### src/rtl/pipeline_ctrl_pkg.sv
// Shared constants and types for the pipeline sequencer: stall vector
// encodings, redirect defaults and FSM state encoding.
package pipeline_ctrl_pkg;

  // Stall vector bit map: [0]=PC, [1]=IF, [2]=ID, [3]=EX, [4]=MEM, [5]=WB.
  localparam logic [5:0] STALL_NONE = 6'b000000;
  localparam logic [5:0] STALL_IF   = 6'b000011;
  localparam logic [5:0] STALL_ID   = 6'b000111;
  localparam logic [5:0] STALL_EX   = 6'b001111;
  localparam logic [5:0] STALL_MEM  = 6'b011111;

  // Per-bit hold levels and reset polarity.
  localparam logic STOP       = 1'b1;
  localparam logic NOT_STOP   = 1'b0;
  localparam logic RST_ENABLE = 1'b1;

  // Redirect defaults.
  localparam logic [31:0] EXC_VECTOR_DEFAULT = 32'hBFC0_0380;
  localparam logic [31:0] ERET_CODE_DEFAULT  = 32'h0000_000E;

  // RUN: normal sequencing. DRAIN: a stale instruction fetch is still in
  // flight after a redirect and must be swallowed before IF resumes.
  typedef enum logic {
    ST_RUN   = 1'b0,
    ST_DRAIN = 1'b1
  } ctrl_state_e;

endpackage : pipeline_ctrl_pkg

### src/rtl/pipeline_stall_prio.sv
// Priority encoder from per-stage stall requests to the 6-bit hold vector.
// The deepest requesting stage wins and freezes everything upstream of it.
module pipeline_stall_prio
  import pipeline_ctrl_pkg::*;
(
  input  logic       stallreq_if,
  input  logic       stallreq_id,
  input  logic       stallreq_ex,
  input  logic       stallreq_mem,
  output logic [5:0] stall_vec
);

  // Highest stage wins; lower requests are subsumed by the longer vector.
  always_comb begin
    if (stallreq_mem) begin
      stall_vec = STALL_MEM;
    end else if (stallreq_ex) begin
      stall_vec = STALL_EX;
    end else if (stallreq_id) begin
      stall_vec = STALL_ID;
    end else if (stallreq_if) begin
      stall_vec = STALL_IF;
    end else begin
      stall_vec = STALL_NONE;
    end
  end

endmodule : pipeline_stall_prio

### src/rtl/pipeline_ctrl.sv
// Central pipeline sequencer: stall vector generation, exception/ERET
// redirect, stale-fetch drain after a redirect, and a stall-cycle counter.
module pipeline_ctrl
  import pipeline_ctrl_pkg::*;
#(
  parameter logic [31:0] EXC_VECTOR = EXC_VECTOR_DEFAULT,
  parameter logic [31:0] ERET_CODE  = ERET_CODE_DEFAULT,
  parameter int          CNT_W      = 32
) (
  input  logic             clk,
  input  logic             rst,
  input  logic             stallreq_if,
  input  logic             stallreq_id,
  input  logic             stallreq_ex,
  input  logic             stallreq_mem,
  input  logic [31:0]      excepttype,
  input  logic [31:0]      cp0_epc,
  input  logic             if_busy,
  input  logic             if_resp_valid,
  output logic [5:0]       stall,
  output logic             flush,
  output logic [31:0]      new_pc,
  output logic             discard_if,
  output logic [CNT_W-1:0] stall_cycles
);

  ctrl_state_e      state_q, state_d;
  logic [CNT_W-1:0] stall_cycles_q, stall_cycles_d;
  logic [5:0]       prio_vec;
  logic             prio_if_req;
  logic             exc_valid;

  // While draining, IF is held regardless of its own request, so the
  // encoder only sees the fetch request in RUN.
  assign prio_if_req = stallreq_if & (state_q == ST_RUN);
  assign exc_valid   = (excepttype != 32'h0);

  pipeline_stall_prio u_prio (
    .stallreq_if  (prio_if_req),
    .stallreq_id  (stallreq_id),
    .stallreq_ex  (stallreq_ex),
    .stallreq_mem (stallreq_mem),
    .stall_vec    (prio_vec)
  );

  // Next state and combinational outputs; exception overrides all stalls.
  always_comb begin
    // NOTE: every output and next-state gets a default first, so no path
    // through the if/case tree can leave a value unassigned and infer a latch.
    state_d    = state_q;
    stall      = STALL_NONE;
    flush      = NOT_STOP;
    new_pc     = 32'h0;
    discard_if = 1'b0;

    if (rst == RST_ENABLE) begin
      state_d = ST_RUN;
    end else begin
      unique case (state_q)
        ST_RUN: begin
          if (exc_valid) begin
            // Stale data arriving right now is dropped in place; a fetch
            // still outstanding needs the DRAIN state to catch it later.
            discard_if = if_resp_valid;
            if (if_busy && !if_resp_valid) begin
              state_d = ST_DRAIN;
            end
          end else begin
            stall = prio_vec;
          end
        end
        ST_DRAIN: begin
          discard_if = 1'b1;
          if (exc_valid) begin
            if (if_resp_valid) begin
              state_d = ST_RUN;
            end
          end else begin
            stall = STALL_IF | prio_vec;
            if (if_resp_valid || !if_busy) begin
              state_d = ST_RUN;
            end
          end
        end
        default: state_d = ST_RUN;
      endcase

      if (exc_valid) begin
        flush  = STOP;
        new_pc = (excepttype == ERET_CODE) ? cp0_epc : EXC_VECTOR;
      end
    end
  end

  // Count every non-reset cycle that drives a nonzero stall; wraps freely.
  always_comb begin
    stall_cycles_d = stall_cycles_q;
    if (stall != STALL_NONE) begin
      stall_cycles_d = stall_cycles_q + CNT_W'(1);
    end
  end

  // State and counter registers with synchronous reset.
  always_ff @(posedge clk) begin
    // NOTE: sequential state uses non-blocking assignments so every flop
    // samples its pre-edge value regardless of statement order.
    if (rst == RST_ENABLE) begin
      state_q        <= ST_RUN;
      stall_cycles_q <= '0;
    end else begin
      state_q        <= state_d;
      stall_cycles_q <= stall_cycles_d;
    end
  end

  assign stall_cycles = stall_cycles_q;

endmodule : pipeline_ctrl

### config.mk
export PLATFORM = sky130hd
export DESIGN_NAME = pipeline_ctrl
export DESIGN_NICKNAME = d
export VERILOG_FILES = /design/src/rtl/pipeline_ctrl_pkg.sv /design/src/rtl/pipeline_stall_prio.sv /design/src/rtl/pipeline_ctrl.sv
export SDC_FILE = /design/constraint.sdc
export NUM_CORES = 1
export LEC_CHECK = 0
export BUFFER_PORTS_ARGS = -buffer_cell sky130_fd_sc_hd__clkbuf_2
export CAP_MARGIN = 5
export CORE_UTILIZATION = 46
export CTS_BUF_LIST = sky130_fd_sc_hd__clkbuf_2 sky130_fd_sc_hd__clkbuf_4 sky130_fd_sc_hd__clkbuf_8
export DETAILED_ROUTE_END_ITERATION = 10
export PLACE_DENSITY_LB_ADDON = 0.15
export SLEW_MARGIN = 10
export SYNTH_ARGS = -nofsm -noshare
export SYNTH_HDL_FRONTEND = slang
export SYNTH_SLANG_ARGS = --single-unit
### constraint.sdc
create_clock -name clk -period 4 [get_ports clk]
set_input_delay 1 -clock clk [delete_from_list [all_inputs] [get_ports clk]]
set_output_delay 1 -clock clk [all_outputs]
set_load 0.005 [all_outputs]
== After elaboration in Yosys (flattened, before gate mapping) ==
Index checks and enable logic that the tools add are counted.
Word-level totals
  bits of input ports: 72
  word-level logic and storage cells: 34
  register bits: 33
  output and inout port bits: 72
Operators by class
  add/subtract/negate cells: 1
  reduce and logical (&&, ||, !) cells: 6
  bitwise gates (word level): 2
  mux-type cells: 22
  equal/unequal tests: 1
Operators by type and width (count)
  $mux W32: 3
  $mux W6: 6
  $add A32 B1 Y32 const B: 1
  $eq A32 B4 Y1 const B: 1
  $reduce_bool A32 Y1: 1
  $pmux W6 S2: 1
  $mux W1: 9
  $reduce_bool A6 Y1: 1
  $pmux W1 S2: 2
  $logic_not A1 Y1: 2
  $mux W2: 1
  $and A1 B1 Y1: 1
  $logic_and A1 B1 Y1: 1
  $logic_or A1 B1 Y1: 1
  $not A1 Y1: 1

== Depth between registers and ports, before layout ==
Gate-level depths: netlist of run 1.
  depth in word-level cells: 10
  depth in mapped cells: 8
  depth with buffers taken out: 6

== Hierarchy ==
From an unflattened synthesis of run 1, not the netlist that was laid out.
Unflattened totals
  cell total of the unflattened synthesis: 286
  area total of the unflattened synthesis: 2145.8 µm²
Modules (own cells, without submodules)
  pipeline_ctrl: cells each 279, instances 1, area each 2099.5 µm², sequential area each 660.6 µm²
  pipeline_stall_prio: cells each 7, instances 1, area each 46.3 µm², sequential area each 0.0 µm²

== Worst setup path after synthesis of run 1 ==
OpenSTA, ideal clock, no wires.
  kind: input to output
  start point: input port excepttype[13]
  end point: output port stall[1]
  setup slack: 628 ps
  data required time: 3000 ps
  stages on the path: 6
  buffers on the path: 2
  arrival: 2372 ps
  cells stage by stage: nor4_1 nand4_1 buf_2 or3_2 inv_1 buf_4
On the way
  longest elaborated chain between the ends: 4
  elaborated cells between the ends (all ways): 5
  classes of those cells: mux (4); reduce/logical (1)
RTL lines
  start, declared: RTL line pipeline_ctrl.sv:16  | input logic [31:0] excepttype,
  $reduce_bool A32 Y1 *: RTL line pipeline_ctrl.sv:36  | assign exc_valid = (excepttype != 32'h0);
  $mux W6, on equally long branches: RTL line pipeline_ctrl.sv:74, pipeline_ctrl.sv:61
  $pmux W6 S2 *: RTL line pipeline_ctrl.sv:59  | unique case (state_q)
  $mux W6 *: RTL line pipeline_ctrl.sv:56  | if (rst == RST_ENABLE) begin
  end, declared: RTL line pipeline_ctrl.sv:20  | output logic [5:0] stall,
Mark *: on every way between the ends. The rest lies on a longest branch, timed or not.

== Worst setup path in the final report of run 1 ==
  start point: input port excepttype[29]
  end point: output port new_pc[28]
On the way
  longest elaborated chain between the ends: 4
  elaborated cells between the ends (all ways): 5
  classes of those cells: eq/ne (1); mux (3); reduce/logical (1)
RTL lines
  $eq A32 B4 Y1: RTL line pipeline_ctrl.sv:90  | new_pc = (excepttype == ERET_CODE) ? cp0_epc : EXC_VECTOR;
  $mux W32: RTL line pipeline_ctrl.sv:90
  $mux W32 *: RTL line pipeline_ctrl.sv:88  | if (exc_valid) begin
  $mux W32 *: RTL line pipeline_ctrl.sv:56
  end, declared: RTL line pipeline_ctrl.sv:22  | output logic [31:0] new_pc,
Marks and branches as above.

==> results of run 1 <==
-- cells by family (layout without fill, tap and decap cells) --
logic type | after synthesis | count (layout) | share of synthesized area [%]
other cells | 1 | 1 | 0.181
compound gates | 65 | 65 | 18.8
fa+ha+maj | 1 | 1 | 0.605
simple gates | 134 | 134 | 39.1
xor+xnor | 8 | 8 | 3.39
buf+inv | 22 | 161 | 5.99
flops | 33 | 33 | 31.9
-- registers in the layout, summed over array words and instances, names as in the netlist --
register and flops:
state_q 1, stall_cycles 32
-- through the flow --
| stage | power [µW] | hold slack (ns) | area [µm²] |
|---|---|---|---|
| after floorplan | 358 | 0.472 | 2070 |
| after global placement | 400 | 0.474 | 2780 |
| after detailed placement | 401 | 0.492 | 2780 |
| after CTS | 733 | 0.503 | 2900 |
| after global routing | 756 | 0.531 | 2900 |
| final | 730 | 0.500 | 2900 |
-- layer usage --
layer / up-vias / share of wire, % / GRT usage (%)
met3: 5 / 5.9 / 5.41
met1: 1131 / 45 / 32.9
met4: 0 / 0.69 / 6.35
met2: 90 / 48 / 43.8
li1: 1259 / - / -
met5: - / 0 / 0
-- worst min-delay path: cells and delay by family (launching register included) --
kind,cells,cell delay (ns)
flip-flops,1,0.33
AO/OA/AOI/OAI,2,0.13
-- worst max-delay path by stage --
| stage | startpoint | endpoint | slack, ns | cells after the start |
|---|---|---|---|---|
| floorplan | excepttype[13] | stall[1] | 0.63 | 6 |
| finish | excepttype[29] | new_pc[28] | 0.41 | 6 |
| CTS | excepttype[1] | stall[1] | 0.44 | 6 |
| global placement | excepttype[29] | new_pc[28] | 0.47 | 6 |
| global route | excepttype[1] | stall[1] | 0.25 | 6 |
| detailed placement | excepttype[1] | stall[1] | 0.45 | 6 |
-- power breakdown --
group / leakage, µW / total, µW / switching, µW / internal (µW)
Clock: 0.0000619 / 337 / 127 / 210
Sequential: 0.000266 / 330 / 0.744 / 329
Combinational: 0.000939 / 64.0 / 27.6 / 36.4
Total: 0.00127 / 730 / 155 / 575
-- cell type report --
| cell class | count | share of cell area, % |
|---|---|---|
| Multi-Input combinational cell | 209 | 44.3 |
| Timing Repair Buffer | 147 | 25.8 |
| Sequential cell | 33 | 22.8 |
| Clock buffer | 7 | 3.11 |
| Tap cell | 52 | 2.24 |
| Clock inverter | 1 | 1.04 |
| Inverter | 6 | 0.777 |
-- cells in the mapped netlist (all sizes together), types with 4 or more instances --
| cell | count | share of area, % |
|---|---|---|
| a21oi | 25 | 6.0 |
| o21a | 12 | 4.4 |
| nand3b | 5 | 1.8 |
| or3 | 16 | 4.9 |
| o21ai | 18 | 4.4 |
| inv | 6 | 1.1 |
| nor2 | 13 | 2.4 |
| buf | 5 | 1.5 |
| and3 | 6 | 1.8 |
| or4 | 4 | 1.5 |
| nand2 | 12 | 2.2 |
| nand3 | 11 | 2.7 |
| and2 | 23 | 7.0 |
| xnor2 | 8 | 3.4 |
| nand4 | 11 | 3.3 |
| and4 | 9 | 3.9 |
| clkbuf | 11 | 3.4 |
| o31ai | 5 | 2.1 |
| dfxtp | 33 | 32 |
| nor4 | 15 | 4.5 |
-- placed cells by master (no fill, tap or decap), drive strengths merged, types with 3 or more instances in the layout --
| cell | Yosys | final |
|---|---|---|
| nor2 | 13 | 13 |
| nor3b | 3 | 3 |
| nand2 | 12 | 12 |
| dfxtp | 33 | 33 |
| nand3b | 5 | 5 |
| nand4 | 11 | 11 |
| o21ai | 18 | 18 |
| inv | 6 | 6 |
| buf | 5 | 5 |
| nor4 | 15 | 15 |
| and2 | 23 | 23 |
| o21a | 12 | 12 |
| xnor2 | 8 | 8 |
| and4 | 9 | 9 |
| nor3 | 3 | 3 |
| clkbuf | 11 | 149 |
| and3 | 6 | 6 |
| a21oi | 25 | 25 |
| nand3 | 11 | 11 |
| or3 | 16 | 16 |
| o31ai | 5 | 5 |
| or4 | 4 | 4 |
==> flow_summary.json, run 1 <==
{
  "hold_buffers": 0,
  "hold_path_depth": 2,
  "antennaDiodeCount": 0,
  "drc": 0,
  "areaGrowthSynthToFinish_pct": 40.2,
  "vias": 2485,
  "r2r_start": "stall_cycles[5]",
  "htreeDepth": 2,
  "dieArea_mm2": 0.00477,
  "worst_slew_pin_slew_ns": 1.06,
  "finalSetupViolations": 0,
  "nets": 475,
  "die_height_um": 69.1,
  "crit_slowest_cell": "a31oi_1",
  "rsz0062_at_grt": "no",
  "critical_path_class": "in -> out",
  "totalWireLength_um": 6100,
  "clock_latency_ns": 0.29,
  "grt_pass1_wl_um": 10300,
  "synth_cells": 264,
  "regToRegSetupSlack_ns": 1.49,
  "grt_antenna_before_repair": 0,
  "cts_tree": "built",
  "num_rows": 24,
  "pre_cts_ws_ns": 0.447,
  "dr.pass1.iters": 5,
  "arrival_ns": 2.59,
  "vias_per_cell": 5.46,
  "holdPathEnd": "stall_cycles[29]",
  "synthesis.area_mm2": 0.00207,
  "ys_warn_count": 0,
  "regArea_um2": 661,
  "crit_family": "compound AO/OA/AOI/OAI gates",
  "start_kind": "input port",
  "post_cts_buffers": 0,
  "grt_max_degree": 40,
  "reg2reg_depth": 5,
  "place.gp.congestion": 0.801,
  "r2r_end": "stall_cycles[19]",
  "synth-seq-cells": 33,
  "fillCellCount": 380,
  "drive_gt1_share_pct": 40.0,
  "cp_num_buf_inv": 2,
  "setup_slack_ns": 0.411,
  "overflow": 0,
  "post-route-min-period_ns": 3.59,
  "p_leak_uw": 0.00127,
  "ys.flop_type": "dfxtp_1",
  "status": "completed",
  "dp_hpwl_um": 4580,
  "final.period_utilization_pct": 89.7,
  "min_from": "stall_cycles[29]",
  "max_cap_violations": 0,
  "io_pins": 144,
  "ys_seq_area_share_pct": 31.9,
  "path_cells": "clkbuf_2, nor3_1, and4_1, a31oi_1, o21a_1, clkbuf_2",
  "track_usage_pct": 25.7,
  "fmax_mhz": 279,
  "clock_sinks": 33,
  "postRouteAntennaNets": 0,
  "hold_path.class": "reg -> reg",
  "drv_slew": 0,
  "place.port_buffers": 142,
  "grt_pass1_vias": 2244,
  "crit_fanout": 13,
  "endpoint_kind": "primary output",
  "post_cts_resized": 0,
  "post-route-util_pct": 67.1,
  "crit_required_ns": 3.00,
  "async_reset_ff_share_pct": 0,
  "multi_input_area_mm2": 0.00128,
  "cts_buffer_depth": 2,
  "worst_path_most_repeated_cell": "clkbuf_2",
  "ctsRootBufferMaster": "clkbuf_8",
  "wl_per_cell_um": 13.4,
  "p_per_area_mw_per_mm2": 252,
  "synth_edf_count": 0,
  "drtIter0Drc": 135,
  "core_area_mm2": 0.00432,
  "dp_cells": 447,
  "syn-mean-instance-area_um2": 7.83,
  "max_stage_delay_ns": 0.86,
  "ys_types": 37,
  "die_x_um": 69.1,
  "maxSlewHeadroom_pct": 29.2,
  "cts_buffers": 5,
  "fin_tns_setup_ns": 0,
  "final-hold-violation-count": 0,
  "fin_skew_ns": 0.00457,
  "syn_nets": 337,
  "stdcell_count": 455,
  "clk_pin_slew_ns": 0.07,
  "peakVddDrop_mv": 0.175,
  "start_util_pct": 47.8
}
Note: power is estimated with default switching activity, not from simulation.
==> run 2: changes to the inputs <==
- CORE_ASPECT_RATIO: unset -> 1.2
- GPL_ROUTABILITY_DRIVEN: unset -> 0
==> run 2 against run 1 <==
  * Die area hardly changed
  * Global-route usage is 0.88 points lower
  * Clock skew is 0.0022 ns higher
  * Routed wire length is 2.7% higher
  * Sequential power about the same
  * Register-to-register slack barely moved
  * Flip-flop and latch count is the same
  * Final cell count is 1.1% higher
  * First-iteration DRC count fell by 47%
  * Sequential share of layout area grew 0.17 points
  * Core utilization barely moved
  * Fmax is 2.2% higher
  * Critical path type unchanged
  * Critical endpoint is now new_pc[29]
  * Largest cell class unchanged
  * Largest power group is now registers
==> flow_summary.json, run 2 (synthesis results as in run 1) <==
{
  "crit_fanout": 13,
  "grt.busiest_layer": "met2",
  "path_cells": "clkbuf_2, nor4_1, and4_1, a31oi_1, o21a_1, clkbuf_2",
  "peakVddDrop_mv": 0.136,
  "r2r_end": "stall_cycles[30]",
  "nets": 476,
  "status": "completed",
  "post_cts_buffers": 0,
  "totalWireLength_um": 6270,
  "io_pins": 144,
  "vias_per_cell": 5.48,
  "reg2reg_depth": 6,
  "grt_use_met2_pct": 45.4,
  "cts_tree": "built",
  "vias": 2522,
  "clk_pin_slew_ns": 0.07,
  "maxSlewHeadroom_pct": 35.5,
  "htreeDepth": 2,
  "fin_skew_ns": 0.00674,
  "drc": 0,
  "dieArea_mm2": 0.00477,
  "min_from": "stall_cycles[31]",
  "die_x_um": 63.2,
  "grt_util_met3_pct": 4.94,
  "rsz0062_at_grt": "no",
  "final.period_utilization_pct": 87.8,
  "whs_ns": 0.496,
  "grt_antenna_before_repair": 0,
  "grt_pass1_vias": 2067,
  "arrival_ns": 2.51,
  "areaGrowthSynthToFinish_pct": 39.2,
  "cts_buffer_depth": 2,
  "start_util_pct": 48.2,
  "fillCellCount": 413,
  "final_common_cell": "clkbuf_2",
  "antennaDiodeCount": 0,
  "drv_slew": 0,
  "p_leak_uw": 0.00126,
  "drtIter0Drc": 72,
  "clock_latency_ns": 0.29,
  "power.total_uw": 647,
  "hold_path_depth": 2,
  "crit_slowest_cell": "a31oi_1",
  "finalSetupViolations": 0,
  "post_cts_resized": 0,
  "hold_path.class": "reg -> reg",
  "critical_path_class": "in -> out",
  "fin_tns_setup_ns": 0,
  "worst_path_most_repeated_cell": "clkbuf_2",
  "core_area_mm2": 0.00429,
  "place.port_buffers": 142,
  "max_cap_violations": 0,
  "dr.pass1.iters": 4,
  "r2r_start": "stall_cycles[0]",
  "hold_buffers": 0,
  "fmax_mhz": 285,
  "p_per_area_mw_per_mm2": 225,
  "clock_sinks": 33,
  "largest_register_ffs": 32,
  "num_rows": 26,
  "cts_buffers": 5,
  "max_stage_delay_ns": 0.79,
  "dp_hpwl_um": 4890,
  "gr-usage-met1_pct": 29.6,
  "endpoint_kind": "primary output",
  "overflow": 0,
  "wl_per_cell_um": 13.6,
  "ctsRootBufferMaster": "clkbuf_8",
  "crit_required_ns": 3.00,
  "grt_pass1_wl_um": 9200,
  "die_height_um": 75.5,
  "post-route-min-period_ns": 3.51,
  "worst_slew_pin_slew_ns": 0.964,
  "drive_gt1_share_pct": 40.1,
  "final-hold-violation-count": 0,
  "postRouteAntennaNets": 0,
  "holdPathEnd": "stall_cycles[31]",
  "layout_common_cells": "142 x clkbuf_2, 33 x dfxtp_1, 25 x a21oi_1",
  "start_kind": "input port",
  "track_usage_pct": 24.8,
  "regToRegSetupSlack_ns": 1.50,
  "grt_max_degree": 40
}
[run 2: cell count changes in the layout (fill, tap and decap cells not counted)]
cell | previous run | this run
bufinv_16 | 1 | 0
buf_4 | 5 | 6
clkbuf_8 | 6 | 5
clkinv_2 | 0 | 2
[run 2: how the worst max path moves through the flow]
stage                    from    endpoint  slack (ns)  cells past startpoint
5_1_grt        excepttype[25]  new_pc[19]        0.29                      8
6_report       excepttype[26]  new_pc[29]        0.49                      6
3_5_place_dp              rst    stall[1]        0.46                      6
2_1_floorplan  excepttype[13]    stall[1]        0.63                      6
4_1_cts                   rst    stall[1]        0.46                      6
3_3_place_gp              rst    stall[1]        0.49                      6
[run 2: layout make-up]
type                       instances  area, µm²  area share (%)
multi-input combinational        209       1280            44.6
timing repair buffer             148        756            26.2
sequential                        33        661            22.9
clock buffer                       6       76.3            2.65
tap                               56       70.1            2.43
inverter                           6       22.5           0.782
clock inverter                     2       10.0           0.348
[run 2: report_power, final]
part           switching [µW]  internal [µW]  leakage, µW  total (µW)
combinational            28.8           36.7     0.000943        65.4
clock                     124            127    0.0000484         252
sequential              0.712            329     0.000266         330
total                     154            493      0.00126         647
[run 2: metrics by stage]
step | area [µm²] | std cells | setup slack (ns) | utilization (%)
finish | 2880 | 460 | 0.488 | 67.0
global route | 2880 | 460 | 0.293 | 67.0
detailed placement | 2790 | 452 | 0.458 | 65.0
floorplan | 2070 | 264 | 0.628 | -
CTS | 2880 | 460 | 0.465 | 67.0
global placement | 2790 | 452 | 0.488 | 65.0
[run 2: worst max-delay path, delay by kind of cell]
family,cells,cell delay [ns]
and+or+nand+nor,2,0.29
AOI/OAI and AO/OA,2,1.02
buffers and inverters,2,0.20
[run 2: layer usage]
layer / wire length, µm / up-vias
met2: 3300 / 88
met1: 2580 / 1169
met4: 67 / 0
met3: 320 / 7
met5: 0 / -
li1: - / 1258
